## config.mk

```make
export PLATFORM = sky130hd
export DESIGN_NAME = param_ram_ctrl_flat
export DESIGN_NICKNAME = d
export VERILOG_FILES = /design/src/rtl/param_ram_ctrl_if.sv /design/src/rtl/param_ram_ctrl.sv /design/src/flat_wrapper.sv
export SDC_FILE = /design/constraint.sdc
export NUM_CORES = 1
export LEC_CHECK = 0
export CAP_MARGIN = 25
export CORE_MARGIN = 2
export CORE_UTILIZATION = 59
export DETAILED_ROUTE_END_ITERATION = 16
export PLACE_DENSITY = 0.83
export SLEW_MARGIN = 20
export SYNTH_ARGS = -nofsm -noshare
export SYNTH_HDL_FRONTEND = slang
export SYNTH_SLANG_ARGS = --single-unit
export TNS_END_PERCENT = 5
```

## constraint.sdc

```tcl
create_clock -name clock -period 2.6 [get_ports clock]
set_input_delay 0.78 -clock clock [delete_from_list [all_inputs] [get_ports clock]]
set_output_delay 0.78 -clock clock [all_outputs]
set_load 0.01 [all_outputs]
```

## src/rtl/param_ram_ctrl_if.sv

```systemverilog
`default_nettype none
// +--------------------------------------------------------------------------+
// | Module   : param_ram_ctrl_if                                             |
// | Purpose  : Access bus for param_ram_ctrl (requests, read data, status).  |
// |            Parity hook signals exist only with PARAM_RAM_PARITY_EN.      |
// | Revision : 1.0                                                           |
// +--------------------------------------------------------------------------+
interface param_ram_ctrl_if #(
    parameter int DATA_WIDTH = 8,
    parameter int ADDR_WIDTH = 4
) ();
    logic                  ram_enable;
    logic                  wr_en;
    logic                  rd_en;
    logic                  clear_req;
    logic [ADDR_WIDTH-1:0] address_bus;
    logic [DATA_WIDTH-1:0] wr_data;
    logic [DATA_WIDTH-1:0] rd_data;
    logic                  rd_valid;
    logic                  rd_err;
    logic                  busy;
`ifdef PARAM_RAM_PARITY_EN
    logic                  parity_inject;
    logic                  parity_err;

    modport master (
        output ram_enable, wr_en, rd_en, clear_req, address_bus, wr_data, parity_inject,
        input  rd_data, rd_valid, rd_err, busy, parity_err
    );
    modport slave (
        input  ram_enable, wr_en, rd_en, clear_req, address_bus, wr_data, parity_inject,
        output rd_data, rd_valid, rd_err, busy, parity_err
    );
`else
    modport master (
        output ram_enable, wr_en, rd_en, clear_req, address_bus, wr_data,
        input  rd_data, rd_valid, rd_err, busy
    );
    modport slave (
        input  ram_enable, wr_en, rd_en, clear_req, address_bus, wr_data,
        output rd_data, rd_valid, rd_err, busy
    );
`endif
endinterface
`default_nettype wire

```

## src/rtl/param_ram_ctrl.sv

```systemverilog
`default_nettype none
// +--------------------------------------------------------------------------+
// | Module   : param_ram_ctrl                                                |
// | Purpose  : Single-port synchronous data RAM with clear sequencer,        |
// |            registered read/valid strobe and out-of-range detection.      |
// |            Optional parity storage/check with PARAM_RAM_PARITY_EN.       |
// | Revision : 1.0                                                           |
// +--------------------------------------------------------------------------+
module param_ram_ctrl #(
    parameter int                    DATA_WIDTH  = 8,
    parameter int                    ADDR_WIDTH  = 4,
    parameter int                    DEPTH       = 16,
    parameter logic [DATA_WIDTH-1:0] CLEAR_VALUE = '0
) (
    input wire              clock,
    input wire              reset,
    param_ram_ctrl_if.slave bus
);

`ifdef PARAM_RAM_PARITY_EN
    localparam int c_MEM_W = DATA_WIDTH + 1;
`else
    localparam int c_MEM_W = DATA_WIDTH;
`endif
    localparam logic [0:0]            c_S_CLEAR = 1'b0;
    localparam logic [0:0]            c_S_READY = 1'b1;
    localparam logic [ADDR_WIDTH-1:0] c_LAST    = ADDR_WIDTH'(DEPTH - 1);
    localparam logic [ADDR_WIDTH:0]   c_DEPTH   = (ADDR_WIDTH + 1)'(DEPTH);

    logic [c_MEM_W-1:0]    r_mem [DEPTH];
    logic [0:0]            r_state;
    logic [ADDR_WIDTH-1:0] r_clear_ptr;
    logic [DATA_WIDTH-1:0] r_rd_data;
    logic                  r_rd_valid;
    logic                  r_rd_err;

    logic               w_clearing;
    logic               w_in_range;
    logic               w_accept;
    logic               w_do_write;
    logic               w_do_read;
    logic [c_MEM_W-1:0] w_rd_word;
    logic [c_MEM_W-1:0] w_wr_word;
    logic [c_MEM_W-1:0] w_clr_word;

    assign w_clearing = (r_state == c_S_CLEAR);
    assign w_in_range = ({1'b0, bus.address_bus} < c_DEPTH);
    // A same-cycle clear request takes priority over any access.
    assign w_accept   = (r_state == c_S_READY) && !bus.ram_enable && !bus.clear_req;
    assign w_do_write = w_accept && bus.wr_en && w_in_range;
    assign w_do_read  = w_accept && bus.rd_en;
    assign w_rd_word  = r_mem[bus.address_bus];

`ifdef PARAM_RAM_PARITY_EN
    logic r_parity_err;

    assign w_wr_word  = {(^bus.wr_data) ^ bus.parity_inject, bus.wr_data};
    assign w_clr_word = {^CLEAR_VALUE, CLEAR_VALUE};
    assign bus.parity_err = r_parity_err;

    always_ff @(posedge clock or negedge reset) begin
        if (!reset) begin
            r_parity_err <= 1'b0;
        end else begin
            r_parity_err <= w_do_read && w_in_range &&
                            ((^w_rd_word[DATA_WIDTH-1:0]) != w_rd_word[DATA_WIDTH]);
        end
    end
`else
    assign w_wr_word  = bus.wr_data;
    assign w_clr_word = CLEAR_VALUE;
`endif

    // Array has no reset; the sequencer is gated off while reset is held low.
    always_ff @(posedge clock) begin
        if (reset && w_clearing) begin
            r_mem[r_clear_ptr] <= w_clr_word;
        end else if (w_do_write) begin
            r_mem[bus.address_bus] <= w_wr_word;
        end
    end

    always_ff @(posedge clock or negedge reset) begin
        if (!reset) begin
            r_state     <= c_S_CLEAR;
            r_clear_ptr <= '0;
            r_rd_data   <= '0;
            r_rd_valid  <= 1'b0;
            r_rd_err    <= 1'b0;
        end else begin
            r_rd_valid <= w_do_read;
            r_rd_err   <= w_do_read && !w_in_range;
            if (w_do_read) begin
                r_rd_data <= w_in_range ? w_rd_word[DATA_WIDTH-1:0] : '0;
            end
            case (r_state)
                c_S_CLEAR: begin
                    if (r_clear_ptr == c_LAST) begin
                        r_state     <= c_S_READY;
                        r_clear_ptr <= '0;
                    end else begin
                        r_clear_ptr <= r_clear_ptr + 1'b1;
                    end
                end
                default: begin
                    if (bus.clear_req) begin
                        r_state     <= c_S_CLEAR;
                        r_clear_ptr <= '0;
                    end
                end
            endcase
        end
    end

    assign bus.rd_data  = r_rd_data;
    assign bus.rd_valid = r_rd_valid;
    assign bus.rd_err   = r_rd_err;
    assign bus.busy     = w_clearing;

endmodule
`default_nettype wire

```

## src/flat_wrapper.sv

```systemverilog
// flat-port wrapper written by rule: the top's interface ports become plain ports
module param_ram_ctrl_flat 
#(
    parameter int                    DATA_WIDTH  = 8,
    parameter int                    ADDR_WIDTH  = 4,
    parameter int                    DEPTH       = 16,
    parameter logic [DATA_WIDTH-1:0] CLEAR_VALUE = '0
)
  (clock, reset, bus_ram_enable, bus_wr_en, bus_rd_en, bus_clear_req, bus_address_bus, bus_wr_data, bus_rd_data, bus_rd_valid, bus_rd_err, bus_busy);
  param_ram_ctrl_if #(.DATA_WIDTH(DATA_WIDTH), .ADDR_WIDTH(ADDR_WIDTH)) bus_i ();
  input wire clock;
  input wire reset;
  input wire logic [$bits(bus_i.ram_enable)-1:0] bus_ram_enable;
  input wire logic [$bits(bus_i.wr_en)-1:0] bus_wr_en;
  input wire logic [$bits(bus_i.rd_en)-1:0] bus_rd_en;
  input wire logic [$bits(bus_i.clear_req)-1:0] bus_clear_req;
  input wire logic [$bits(bus_i.address_bus)-1:0] bus_address_bus;
  input wire logic [$bits(bus_i.wr_data)-1:0] bus_wr_data;
  output wire logic [$bits(bus_i.rd_data)-1:0] bus_rd_data;
  output wire logic [$bits(bus_i.rd_valid)-1:0] bus_rd_valid;
  output wire logic [$bits(bus_i.rd_err)-1:0] bus_rd_err;
  output wire logic [$bits(bus_i.busy)-1:0] bus_busy;
  assign bus_i.ram_enable = bus_ram_enable;
  assign bus_i.wr_en = bus_wr_en;
  assign bus_i.rd_en = bus_rd_en;
  assign bus_i.clear_req = bus_clear_req;
  assign bus_i.address_bus = bus_address_bus;
  assign bus_i.wr_data = bus_wr_data;
  assign bus_rd_data = bus_i.rd_data;
  assign bus_rd_valid = bus_i.rd_valid;
  assign bus_rd_err = bus_i.rd_err;
  assign bus_busy = bus_i.busy;
  param_ram_ctrl #(.DATA_WIDTH(DATA_WIDTH), .ADDR_WIDTH(ADDR_WIDTH), .DEPTH(DEPTH), .CLEAR_VALUE(CLEAR_VALUE)) u_core (.clock(clock), .reset(reset), .bus(bus_i));
endmodule
```

# Word-level counts from Yosys, hierarchy flattened
# Memories as Yosys holds them, arrays and structs flattened. A register that Yosys moved wholly into a read port is not among the register bits.
# Index checks and enable logic that the tools add are counted.
# word_totals
ff_bits	6
latchBits	0
ram_bits	128
rom_bits	0
input_bits	18
out_inout_bits	11
n_memories	1
# mem_list
name	words	width	rd	rd_ports_with_merged_regs	wr	line_no	source
u_core.r_mem	16	8	1	1	1	param_ram_ctrl.sv:30	logic [c_MEM_W-1:0] r_mem [DEPTH];
# op_classes
addsub	1
multipliers	0
div_mod_pow	0
order_cmp	0
n_eq_ne	2
shift	0
n_mux	14
n_bitwise	1
reduce_logical	9
# op_table
operator	n
4-bit two-way mux	4
1-bit two-way mux	9
8-bit two-way mux	1
8-bit OR reduction	1
1-bit logical AND	5
4-bit by 1-bit adder with 4-bit output, second input constant	1
4-bit == test, second input constant	1
1-bit logical NOT	3
2-bit inequality test, second input constant	1
1-bit NOT	1

# Logic depth before layout (Yosys ltp)
# depth
word_depth	9
ltp_mapped	6
ltp_nobuf	4

# Least setup slack after synthesis
# OpenSTA, ideal clock, no wires.
# synth_timing
path_kind	in2reg
from	input bus_address_bus[1]
to	memory u_core.r_mem[3][0] in the netlist's numbering (enable)
arrival_time_ns	2.036
required_time_ns	2.225
path_slack_ns	0.188
path_stages	6
path_buffers	3
cell_sequence	buf_6 buf_12 buf_4 nand2_1 mux2_2 a21oi_1
# synth_between
elab_chain_len	1
# synth_lines
element	line_no	source
start: declaration	flat_wrapper.sv:17	input wire logic [$bits(bus_i.address_bus)-1:0] bus_address_bus;
4-bit two-way mux (no line)	-	
end: declaration	param_ram_ctrl.sv:30	
# No other way between the ends.

# Worst setup path after layout
# layout_timing
from	register u_core.r_state
to	output bus_busy
# layout_between
elab_chain_len	1
# layout_lines
element	line_no	source
start: declaration	param_ram_ctrl.sv:31	logic [0:0] r_state;
start signal: assignment	param_ram_ctrl.sv:85	r_state <= c_S_CLEAR;
start signal: assignment	param_ram_ctrl.sv:99	r_state <= c_S_READY;
start signal: assignment	param_ram_ctrl.sv:107	r_state <= c_S_CLEAR;
1-bit NOT	-	
end: declaration	flat_wrapper.sv:22	output wire logic [$bits(bus_i.busy)-1:0] bus_busy;
# No other way between the ends.

==> results.cfg <==
[min_path]
min_path_type = reg -> reg
hp-start = u_core.bus.rd_data[4]

[cells_and_area]
drive_gt1_share_pct = 27.5
finalNonFillerCells = 526
final_cell_mix = edfxtp_1, buf_4, clkdlybuf4s50_1
fillCellCount = 514
nets = 400
multiInputGateArea_mm2 = 0.00149
syn_to_final_growth_pct = 24.1
seq_area_mm2 = 0.00420
n_antenna_cell = 0
final_common_cell = edfxtp_1

[floorplanning]
core-area_mm2 = 0.00968
die_w_um = 103
die_area_mm2 = 0.0107
initial_utilization_pct = 60.3
rows = 36
die_h_um = 103
io_pins = 29

[synth]
synth_nets = 314
yosys_warnings = 0
synth_flop_cell = edfxtp_1
synth.cell_area_mm2 = 0.00584
avgSynthCellArea_um2 = 19.8
syn_inst = 295
async_flop_share_pct = 9.86
yosysSeqAreaShare_pct = 71.8
postSynthRegisterBits = 142
synth_cell_type_count = 37
synth_edf_count = 128

[critical_path]
rrSetupSlack_ps = 320
cp.required_ps = 1820
startpoint = u_core.r_state
critPathKind = reg -> out
crit_chain = inv_2 -> clkdlybuf4s50_1
crit_buf_inv = 2
cpPeakStageDelay_ps = 550
cp_max_fo = 10
arrival_ps = 1720
crit_family = buffers and inverters
critical_path.startpoint_type = flop
cp-end-kind = output pin
critPathSlowestCell = clkdlybuf4s50_1
timing.rr.start = u_core.r_state

[route]
drt-pass1-iter-count = 5
vias = 3332
routed_wl_um = 13300
post_drt_wl_per_cell_um = 25.2
post-route-drc-count = 0
postRouteAntennaNets = 0
drtIter0Drc = 320
viasPerCell = 6.33

[global_route]
grt_pass1_wl_um = 20200
grt.total_usage_pct = 27.5
first_global_vias = 3428
gr-total-overflow = 0
grt_antenna_before_repair = 0
grt_max_degree = 21

[timing]
final-setup-viol-count = 0
fmax_mhz = 400
min_period_ps = 2500
skew_ps = 7.41
fin_crit_sh_pct = 96.1
tightest_slew_ps = 821
hold_viol = 0
maxSlewHeadroom_pct = 45.3
slew_violations = 0
timing.hold.ws_ps = 505
rsz0062_at_grt = no

[placed_design]
io_buffers = 27
dp_cells = 495
gp_congestion = 0.933
dp_hpwl_um = 8240

[cts]
cts_num_sinks = 142
cts_tree = built
cts_root_buffer = clkbuf_8
htreeDepth = 4
ctsLongestPathBuffers = 2
path_clk_slew_ps = 60
clk_latency_ps = 530
cts_buffers = 17
cts-hold-fix-buffers = 0
cts_setup_buffers = 0

[power]
p_per_area_mw_per_mm2 = 883
ir_worst_vdd_v = 0.000535
power.total_mw = 6.40
leakage_nw = 2.79

[outcome]
status = completed

[job]
maxCapViolations = 0
[layer usage]
layer | part of all wire [%] | vias to the layer above | global-route usage [%]
met2 | 50 | 205 | 42.9
met4 | 2.7 | 0 | 10.3
li1 | - | 1389 | -
met3 | 8.5 | 32 | 8.80
met5 | 0 | - | 0
met1 | 39 | 1706 | 37.0
[layout make-up]
type	instances	area share [%]
inverter	6	0.311
tap	133	2.30
clock inverter	11	2.64
timing repair buffer	83	10.4
clock buffer	20	5.87
sequential	142	57.9
multi-input combinational	131	20.6
[worst reg2reg max path: stages, from the launching register on]
cell and delay [ps]:
dfrtp_2 490, nor4bb_4 180, buf_4 180, or3b_1 380
a21oi_1 680
[worst paths after layout]
kind                            cells after the start                     to
worst max-delay path                                2               bus_busy
worst min-delay path                                2  u_core.bus.rd_data[4]
worst max register to register                      4     u_core.r_mem[2][4]
worst min register to register                      2  u_core.bus.rd_data[4]
max in group asynchronous                           3         u_core.r_state
min in group asynchronous                           2  u_core.bus.rd_data[0]
[state kept, by name (all words and copies together) (netlist names)]
register,flops
u_core.r_clear_ptr,4
u_core.bus.rd_valid,1
u_core.bus.rd_data,8
u_core.r_mem,128
u_core.r_state,1
[synth_stat cells (all sizes together), types with 2 or more instances]
| master | instances | area (um^2) |
|---|---|---|
| a21oi | 18 | 90.1 |
| and2 | 8 | 50.1 |
| buf | 15 | 140 |
| dfrtp | 14 | 350 |
| edfxtp | 128 | 3840 |
| inv | 6 | 22.5 |
| mux2i | 19 | 190 |
| mux4 | 32 | 781 |
| nand2 | 14 | 52.6 |
| nand4 | 2 | 12.5 |
| nor2 | 4 | 15.0 |
| nor2b | 4 | 25.0 |
| o211ai | 4 | 30.0 |
| o221ai | 8 | 70.1 |
[repair_timing]
item / 4_1_cts / 5_1_grt
endpoints found under the hold margin: 0 / 0
resized for setup: 1 / 4
setup endpoints to repair: 1 / 25
[metrics by stage]
| stage | setup TNS, ps | util, % | cell area (um^2) | setup slack (ps) |
|---|---|---|---|---|
| floorplan | 0 | - | 5840 | 188 |
| global placement | -31550 | 68.3 | 6620 | -387 |
| detailed placement | -37940 | 68.3 | 6620 | -477 |
| CTS | 0 | 74.7 | 7230 | 31.6 |
| global route | 0 | 74.8 | 7250 | 3.73 |
| finish | 0 | 74.8 | 7250 | 100 |
[power breakdown]
group          switching, mW  total (mW)  internal (mW)
clock                  0.903        2.55           1.65
sequential             0.157        2.87           2.71
combinational          0.518       0.978          0.460
[cell families after synthesis]
family	count (synthesis)	synth area share [%]
mux	52	16.8
buf+inv	22	2.85
flops	142	71.8
compound gates	36	3.98
fa+ha+maj	1	0.214
simple gates	40	4.11
xor+xnor	1	0.150
other cells	1	0.0642
Note: power is estimated with default switching activity, not from simulation.
